==> src/rtl/seg_pkg.sv <==
// Shared constants and helpers for the multiplexed 7-segment scan feeder.
//   BLANK_CODE      : nibble the downstream decoder renders as all-segments-off
//   AN_* / DP_*     : active-low anode and decimal-point levels
//   lz_blank_digit  : leading-zero suppression test for one digit position
package seg_pkg;

    localparam logic [3:0]  BLANK_CODE = 4'hF;
    localparam logic        AN_OFF     = 1'b1;
    localparam logic        AN_ON      = 1'b0;
    localparam logic        DP_OFF     = 1'b1;
    localparam logic        DP_ON      = 1'b0;
    localparam int unsigned MAX_DIGITS = 8;

    // Digit i is a leading zero when it is not the rightmost digit and every
    // nibble from i up to the most significant used digit (n-1) is zero.
    // nibbles is zero-padded to MAX_DIGITS so one function serves any width.
    function automatic logic lz_blank_digit(
        input logic [4*MAX_DIGITS-1:0] nibbles,
        input int unsigned             n,
        input int unsigned             i
    );
        logic nonzero;
        nonzero = 1'b0;
        for (int unsigned k = 0; k < MAX_DIGITS; k++) begin
            if (k >= i && k < n && nibbles[4*k +: 4] != 4'h0) begin
                nonzero = 1'b1;
            end
        end
        return (i != 0) && !nonzero;
    endfunction

endpackage

==> src/rtl/seg_scan_mux_if.sv <==
// Bus between the scan feeder and its producer/display side.
//   digits, dp_in, upd, lz_suppress : display data, update strobe, config
//   x, an, dp, frame_start          : decoder nibble, anodes, dp, frame pulse
// master = producer/observer side, slave = seg_scan_mux.
interface seg_scan_mux_if #(
    parameter int unsigned NUM_DIGITS = 4
);
    logic [4*NUM_DIGITS-1:0] digits;
    logic [NUM_DIGITS-1:0]   dp_in;
    logic                    upd;
    logic                    lz_suppress;
    logic [3:0]              x;
    logic [NUM_DIGITS-1:0]   an;
    logic                    dp;
    logic                    frame_start;

    modport master (
        output digits, dp_in, upd, lz_suppress,
        input  x, an, dp, frame_start
    );

    modport slave (
        input  digits, dp_in, upd, lz_suppress,
        output x, an, dp, frame_start
    );
endinterface

==> src/rtl/seg_slot_timer.sv <==
// Refresh slot timer: cnt runs 0..REFRESH_DIV-1, idx advances on each wrap.
//   clk, rst_n      : clock, synchronous active-low reset
//   idx             : digit currently owning the slot
//   in_blank        : slot is in its anti-ghosting blank window
//   frame_boundary  : cnt==0 && idx==0
module seg_slot_timer #(
    parameter int unsigned NUM_DIGITS   = 4,
    parameter int unsigned REFRESH_DIV  = 100000,
    parameter int unsigned BLANK_CYCLES = 16,
    localparam int unsigned CNT_W = $clog2(REFRESH_DIV),
    localparam int unsigned IDX_W = $clog2(NUM_DIGITS)
) (
    input  logic             clk,
    input  logic             rst_n,
    output logic [IDX_W-1:0] idx,
    output logic             in_blank,
    output logic             frame_boundary
);

    logic [CNT_W-1:0] cnt;

    always_ff @(posedge clk) begin
        if (!rst_n) begin
            cnt <= '0;
            idx <= '0;
        end else if (cnt == CNT_W'(REFRESH_DIV - 1)) begin
            cnt <= '0;
            idx <= (idx == IDX_W'(NUM_DIGITS - 1)) ? '0 : idx + 1'b1;
        end else begin
            cnt <= cnt + 1'b1;
        end
    end

    always_comb begin
        in_blank       = (cnt < CNT_W'(BLANK_CYCLES));
        frame_boundary = (cnt == '0) && (idx == '0);
    end

endmodule

==> src/rtl/seg_scan_mux.sv <==
// Multiplexed display scan feeder for a hex-to-7-segment decoder.
//   clk, rst_n : clock, synchronous active-low reset
//   bus        : seg_scan_mux_if slave (digits/dp_in/upd/lz_suppress in;
//                x/an/dp/frame_start out, all registered)
// Updates are staged and only committed to the shadow at a frame boundary,
// so a frame is never drawn from a mix of old and new digits.
module seg_scan_mux
    import seg_pkg::*;
#(
    parameter int unsigned NUM_DIGITS   = 4,
    parameter int unsigned REFRESH_DIV  = 100000,
    parameter int unsigned BLANK_CYCLES = 16,
    localparam int unsigned IDX_W = $clog2(NUM_DIGITS)
) (
    input  logic          clk,
    input  logic          rst_n,
    seg_scan_mux_if.slave bus
);

    logic [IDX_W-1:0]               idx;
    logic                           in_blank;
    logic                           frame_boundary;

    logic [NUM_DIGITS-1:0][3:0]     staging;
    logic [NUM_DIGITS-1:0][3:0]     shadow;
    logic [NUM_DIGITS-1:0]          dp_staging;
    logic [NUM_DIGITS-1:0]          dp_shadow;
    logic                           pending;

    logic [4*MAX_DIGITS-1:0]        shadow_ext;
    logic [NUM_DIGITS-1:0]          lz_mask;
    logic [NUM_DIGITS-1:0]          an_show;

    seg_slot_timer #(
        .NUM_DIGITS   (NUM_DIGITS),
        .REFRESH_DIV  (REFRESH_DIV),
        .BLANK_CYCLES (BLANK_CYCLES)
    ) u_timer (
        .clk            (clk),
        .rst_n          (rst_n),
        .idx            (idx),
        .in_blank       (in_blank),
        .frame_boundary (frame_boundary)
    );

    // An upd landing on the boundary cycle bypasses staging so it is shown
    // in the frame that starts now rather than one frame later.
    always_ff @(posedge clk) begin
        if (!rst_n) begin
            staging    <= {NUM_DIGITS{BLANK_CODE}};
            shadow     <= {NUM_DIGITS{BLANK_CODE}};
            dp_staging <= '0;
            dp_shadow  <= '0;
            pending    <= 1'b0;
        end else if (frame_boundary) begin
            if (bus.upd) begin
                shadow    <= bus.digits;
                dp_shadow <= bus.dp_in;
            end else if (pending) begin
                shadow    <= staging;
                dp_shadow <= dp_staging;
            end
            pending <= 1'b0;
        end else if (bus.upd) begin
            staging    <= bus.digits;
            dp_staging <= bus.dp_in;
            pending    <= 1'b1;
        end
    end

    always_comb begin
        shadow_ext                   = '0;
        shadow_ext[4*NUM_DIGITS-1:0] = shadow;
        lz_mask                      = '0;
        for (int unsigned i = 0; i < NUM_DIGITS; i++) begin
            lz_mask[i] = lz_blank_digit(shadow_ext, NUM_DIGITS, i);
        end
        an_show      = '1;
        an_show[idx] = AN_ON;
    end

    always_ff @(posedge clk) begin
        if (!rst_n) begin
            bus.x           <= BLANK_CODE;
            bus.an          <= {NUM_DIGITS{AN_OFF}};
            bus.dp          <= DP_OFF;
            bus.frame_start <= 1'b0;
        end else begin
            bus.frame_start <= frame_boundary;
            if (in_blank) begin
                bus.x  <= BLANK_CODE;
                bus.an <= {NUM_DIGITS{AN_OFF}};
                bus.dp <= DP_OFF;
            end else begin
                bus.x  <= (bus.lz_suppress && lz_mask[idx]) ? BLANK_CODE : shadow[idx];
                bus.an <= an_show;
                // Decimal point is independent of zero suppression.
                bus.dp <= dp_shadow[idx] ? DP_ON : DP_OFF;
            end
        end
    end

endmodule
==> src/flat_wrapper.sv <==
// flat-port wrapper written by rule: the top's interface ports become plain ports
module seg_scan_mux_flat import seg_pkg::*;
#(
    parameter int unsigned NUM_DIGITS   = 4,
    parameter int unsigned REFRESH_DIV  = 100000,
    parameter int unsigned BLANK_CYCLES = 16,
    localparam int unsigned IDX_W = $clog2(NUM_DIGITS)
)
  (clk, rst_n, bus_digits, bus_dp_in, bus_upd, bus_lz_suppress, bus_x, bus_an, bus_dp, bus_frame_start);
  seg_scan_mux_if #(.NUM_DIGITS(NUM_DIGITS)) bus_i ();
  input  logic clk;
  input  logic rst_n;
  input wire logic [$bits(bus_i.digits)-1:0] bus_digits;
  input wire logic [$bits(bus_i.dp_in)-1:0] bus_dp_in;
  input wire logic [$bits(bus_i.upd)-1:0] bus_upd;
  input wire logic [$bits(bus_i.lz_suppress)-1:0] bus_lz_suppress;
  output wire logic [$bits(bus_i.x)-1:0] bus_x;
  output wire logic [$bits(bus_i.an)-1:0] bus_an;
  output wire logic [$bits(bus_i.dp)-1:0] bus_dp;
  output wire logic [$bits(bus_i.frame_start)-1:0] bus_frame_start;
  assign bus_i.digits = bus_digits;
  assign bus_i.dp_in = bus_dp_in;
  assign bus_i.upd = bus_upd;
  assign bus_i.lz_suppress = bus_lz_suppress;
  assign bus_x = bus_i.x;
  assign bus_an = bus_i.an;
  assign bus_dp = bus_i.dp;
  assign bus_frame_start = bus_i.frame_start;
  seg_scan_mux #(.NUM_DIGITS(NUM_DIGITS), .REFRESH_DIV(REFRESH_DIV), .BLANK_CYCLES(BLANK_CYCLES)) u_core (.clk(clk), .rst_n(rst_n), .bus(bus_i));
endmodule
==> config.mk <==
export PLATFORM = sky130hd
export DESIGN_NAME = seg_scan_mux_flat
export DESIGN_NICKNAME = d
export VERILOG_FILES = /design/src/rtl/seg_pkg.sv /design/src/rtl/seg_scan_mux_if.sv /design/src/rtl/seg_slot_timer.sv /design/src/rtl/seg_scan_mux.sv /design/src/flat_wrapper.sv
export SDC_FILE = /design/constraint.sdc
export NUM_CORES = 1
export LEC_CHECK = 0
export ABC_CLOCK_PERIOD_IN_PS = 4800
export BUFFER_PORTS_ARGS = -buffer_cell sky130_fd_sc_hd__clkbuf_2
export CORE_MARGIN = 2
export CORE_UTILIZATION = 42
export DETAILED_ROUTE_END_ITERATION = 6
export PLACE_DENSITY_LB_ADDON = 0.3
export SETUP_SLACK_MARGIN = 0.4
export SLEW_MARGIN = 20
export SYNTH_ARGS = -nofsm -noshare
export SYNTH_HDL_FRONTEND = slang
export SYNTH_SLANG_ARGS = --single-unit
==> constraint.sdc <==
create_clock -name clk -period 4.8 [get_ports clk]
set_input_delay 0.48 -clock clk [delete_from_list [all_inputs] [get_ports clk]]
set_output_delay 0.48 -clock clk [all_outputs]
set_load 0.01 [all_outputs]
==> results.cfg <==
[worst_setup_path]
critical_path.reg2reg.endpoint = u_core.dp_shadow[0]
cp_max_fo = 22
crit_path_top_delay_cell = sky130_fd_sc_hd__nand3_1
worstSetupPathType = reg2reg
worst_r2r_startpoint = u_core.u_timer.idx[0]
critical-path-max-stage-delay_ns = 0.71
r2r_setup_slack_ns = 2.01
arrival_ns = 3.00
critPathLaunchType = flop
required_ns = 5.01
cp_cell_sequence = inv_1, ha_1, nor4bb_1, nand3_1, nor3_1, a211oi_1
setup.worst_path.end_class = flop
worst-r2r-cell-count = 6

[placement]
placed_cells_incl_taps = 472
gp_routability_congestion = 0.769
place_ws_ns = 1.98
post-dp-hpwl_microns = 4770
buffer_ports.inserted = 33

[clocking]
cts_num_sinks = 70
cts.repair_timing.setup_buffer_count = 0
tritoncts = done
path_clk_slew_ns = 0.08
h-tree-depth = 3
cts.repair.resized = 0
numCtsBuffers = 9
cts.root.buffer_cell = sky130_fd_sc_hd__clkbuf_8
cts.path.max_buffers = 2
clock_insertion_delay_worst_skew_ns = 0.35
cts.hold.buffers_added = 0

[floorplanning]
design.portCount = 34
placementRows = 32
die-height_microns = 92.1
initial_core_util = 0.428
fp.dieW_microns = 92.1
core_sq_um = 7610
die_area_sq_um = 8480

[global_routing]
grt_antenna_before_repair = 0
grt_util_overall = 0.177
gr-usage-met2 = 0.297
grt_use_met3 = 0.0526
grt_busiest_layer = met2
grt_pass1_vias = 2601
first_pass_grt_wire_length_microns = 12200
globalRouteOverflowTotal = 0
groute.layer.met1.usage = 0.219
grt_max_degree = 59

[pwr]
peakVddDrop_uv = 161
report.power.total_mw = 1.37
leakagePower_nw = 1.44
power_density_nw_per_um2 = 370

[synthesis]
synth_area_leader_cell = sky130_fd_sc_hd__dfxtp_1
synth_top_cells_by_area = sky130_fd_sc_hd__dfxtp_1 43%, sky130_fd_sc_hd__o211ai_1 7.6%, sky130_fd_sc_hd__o2111a_1 5.5%
synth.cell_area_sq_um = 3260
synth-async-reset-ratio = 0
yosysSeqAreaShare = 0.430
synthDistinctLibCells = 36
synthesized_instance_count = 364
postSynthNetCount = 394
count_of_flip_flops_with_a_built_in_enable_after_synthesis = 0
fraction_of_post_synthesis_cell_area_in_the_top_cell_type_by_area = 0.430
post_synth.cell_area_avg_sq_um = 8.95
ys_dominant_reg_cell = sky130_fd_sc_hd__dfxtp_1
synth-warning-count = 0
ys_ff_latch = 70

[final_layout]
stdcell_count = 488
finalCoreUtilization = 0.487
syn_to_final_growth_pct = 13.7
n_antenna_cell = 0
final_nets = 411
layout-drive-gt1-share = 0.161

[drt]
drt_wl_total_microns = 7290
routedWlPerCell_microns = 14.9
detail_route.drc_violations = 0
drt-initial-drc-count = 153
via_per_inst = 5.57
number_of_iterations_in_the_first_detailed_routing_pass = 4
ant_nets = 0
num_vias = 2717

[timing]
timing.final.crit_share = 0.581
fmax_ghz = 0.359
fin_tns_setup_ns = 0
setup_slack_ns = 2.01
rsz0062_at_grt = false
period_minus_slack_ns = 2.79
maxSlewViolCount = 0
report.final.hold_viol_count = 0
slew_headroom = 0.287
timing.final.setup_violations = 0
clock-skew-final_ns = 0.0136
timing_worst_slew_pin_value_ns = 1.06

[worst_hold_path]
timing.hold.worst.start = bus_digits[10]
min_delay_worst_endpoint = u_core.staging[10]
hold_path_depth = 3
hold_path_class = in2reg

[flow_run]
maxCapViolations = 0

[status]
run_status = finished clean
==> sequential cells by signal, indices dropped and copies added (netlist names) <==
signal	flops
u_core.bus.frame_start	1
u_core.u_timer.idx	2
u_core.bus.dp	1
u_core.dp_shadow	4
u_core.staging	16
u_core.pending	1
u_core.shadow	16
u_core.bus.an	4
u_core.bus.x	4
u_core.u_timer.cnt	17
u_core.dp_staging	4
==> worst max path at each step <==
stage | cells after the start | slack [ns] | startpoint | endpoint
floorplan | 9 | 2.42 | u_core.u_timer.idx[0] | u_core.staging[10]
global placement | 6 | 2.02 | bus_upd | u_core.shadow[8]
detailed placement | 6 | 1.98 | u_core.u_timer.idx[0] | u_core.dp_shadow[0]
CTS | 6 | 1.98 | u_core.u_timer.idx[0] | u_core.dp_shadow[0]
global route | 6 | 1.71 | u_core.u_timer.idx[0] | u_core.dp_shadow[2]
finish | 6 | 2.01 | u_core.u_timer.idx[0] | u_core.dp_shadow[0]
==> critical path: cells and delay by family, from the launching register on <==
family          cells  cell delay, ns
compound gates      1            0.13
fa+ha+maj           1            0.17
buf+inv             1            0.17
flops               1            0.45
simple gates        3            1.72
==> cell families (layout without fill, tap and decap cells) <==
kind of cell / count (synthesis) / after routing / share of synthesized area
AND/OR/NAND/NOR: 106 / 106 / 0.169
AO/OA/AOI/OAI: 102 / 102 / 0.222
flip-flops: 70 / 70 / 0.430
buffers and inverters: 56 / 78 / 0.0687
XOR/XNOR: 15 / 15 / 0.0403
multiplexers: 9 / 9 / 0.0469
adder cells (fa/ha/maj): 6 / 6 / 0.0230
==> cell usage in the layout (no fill, tap or decap), drive strengths merged <==
cell type,count
inv,26
nand4,10
xor2,3
a21oi,24
nor4,8
o2111a,16
nor3,6
nand2,29
nand3,12
o21ai,19
or3,1
mux4,5
and2,1
clkinvlp,3
ha,6
o211ai,33
and3,5
nand3b,4
clkbuf,42
nor4bb,1
a211oi,5
or2,1
dfxtp,70
xnor2,12
and4,2
a32oi,4
buf,4
nor2,22
or4b,1
bufinv,3
mux2i,4
or4,3
a31oi,1
==> synthesized netlist by cell type, types with 6 or more instances <==
library cell	number
sky130_fd_sc_hd__o2111a_1	16
sky130_fd_sc_hd__nor4_1	8
sky130_fd_sc_hd__inv_1	25
sky130_fd_sc_hd__nand2_1	29
sky130_fd_sc_hd__clkbuf_1	25
sky130_fd_sc_hd__o21ai_0	18
sky130_fd_sc_hd__a21oi_1	24
sky130_fd_sc_hd__nand4_1	10
sky130_fd_sc_hd__nor2_1	21
sky130_fd_sc_hd__dfxtp_1	70
sky130_fd_sc_hd__ha_1	6
sky130_fd_sc_hd__o211ai_1	33
sky130_fd_sc_hd__nand3_1	12
sky130_fd_sc_hd__xnor2_1	12
==> layer usage <==
metal / share of wire / vias up
li1: - / 1365
met1: 0.45 / 1304
met2: 0.50 / 35
met3: 0.035 / 13
met4: 0.013 / 0
met5: 0 / -
==> through the flow <==
| stage | instance area [sq um] | hold slack [ns] |
|---|---|---|
| 6_report | 3700 | 0.415 |
| 5_1_grt | 3700 | 0.420 |
| 4_1_cts | 3700 | 0.407 |
| 3_5_place_dp | 3460 | 0.472 |
| 3_3_place_gp | 3440 | 0.462 |
| 2_1_floorplan | 3260 | 0.442 |
==> layout make-up <==
class                      instances  area (sq um)
clock buffer                       9           124
inverter                          25          93.8
clock inverter                     7           121
multi-input combinational        238          1630
fill                             764          3900
tap                              102           128
timing repair buffer              37           203
sequential                        70          1400
==> report_power, final <==
group | internal, mW | switching, mW
Sequential | 0.616 | 0.0203
Combinational | 0.0590 | 0.0932
Clock | 0.347 | 0.236
Note: power is estimated with default switching activity, not from simulation.
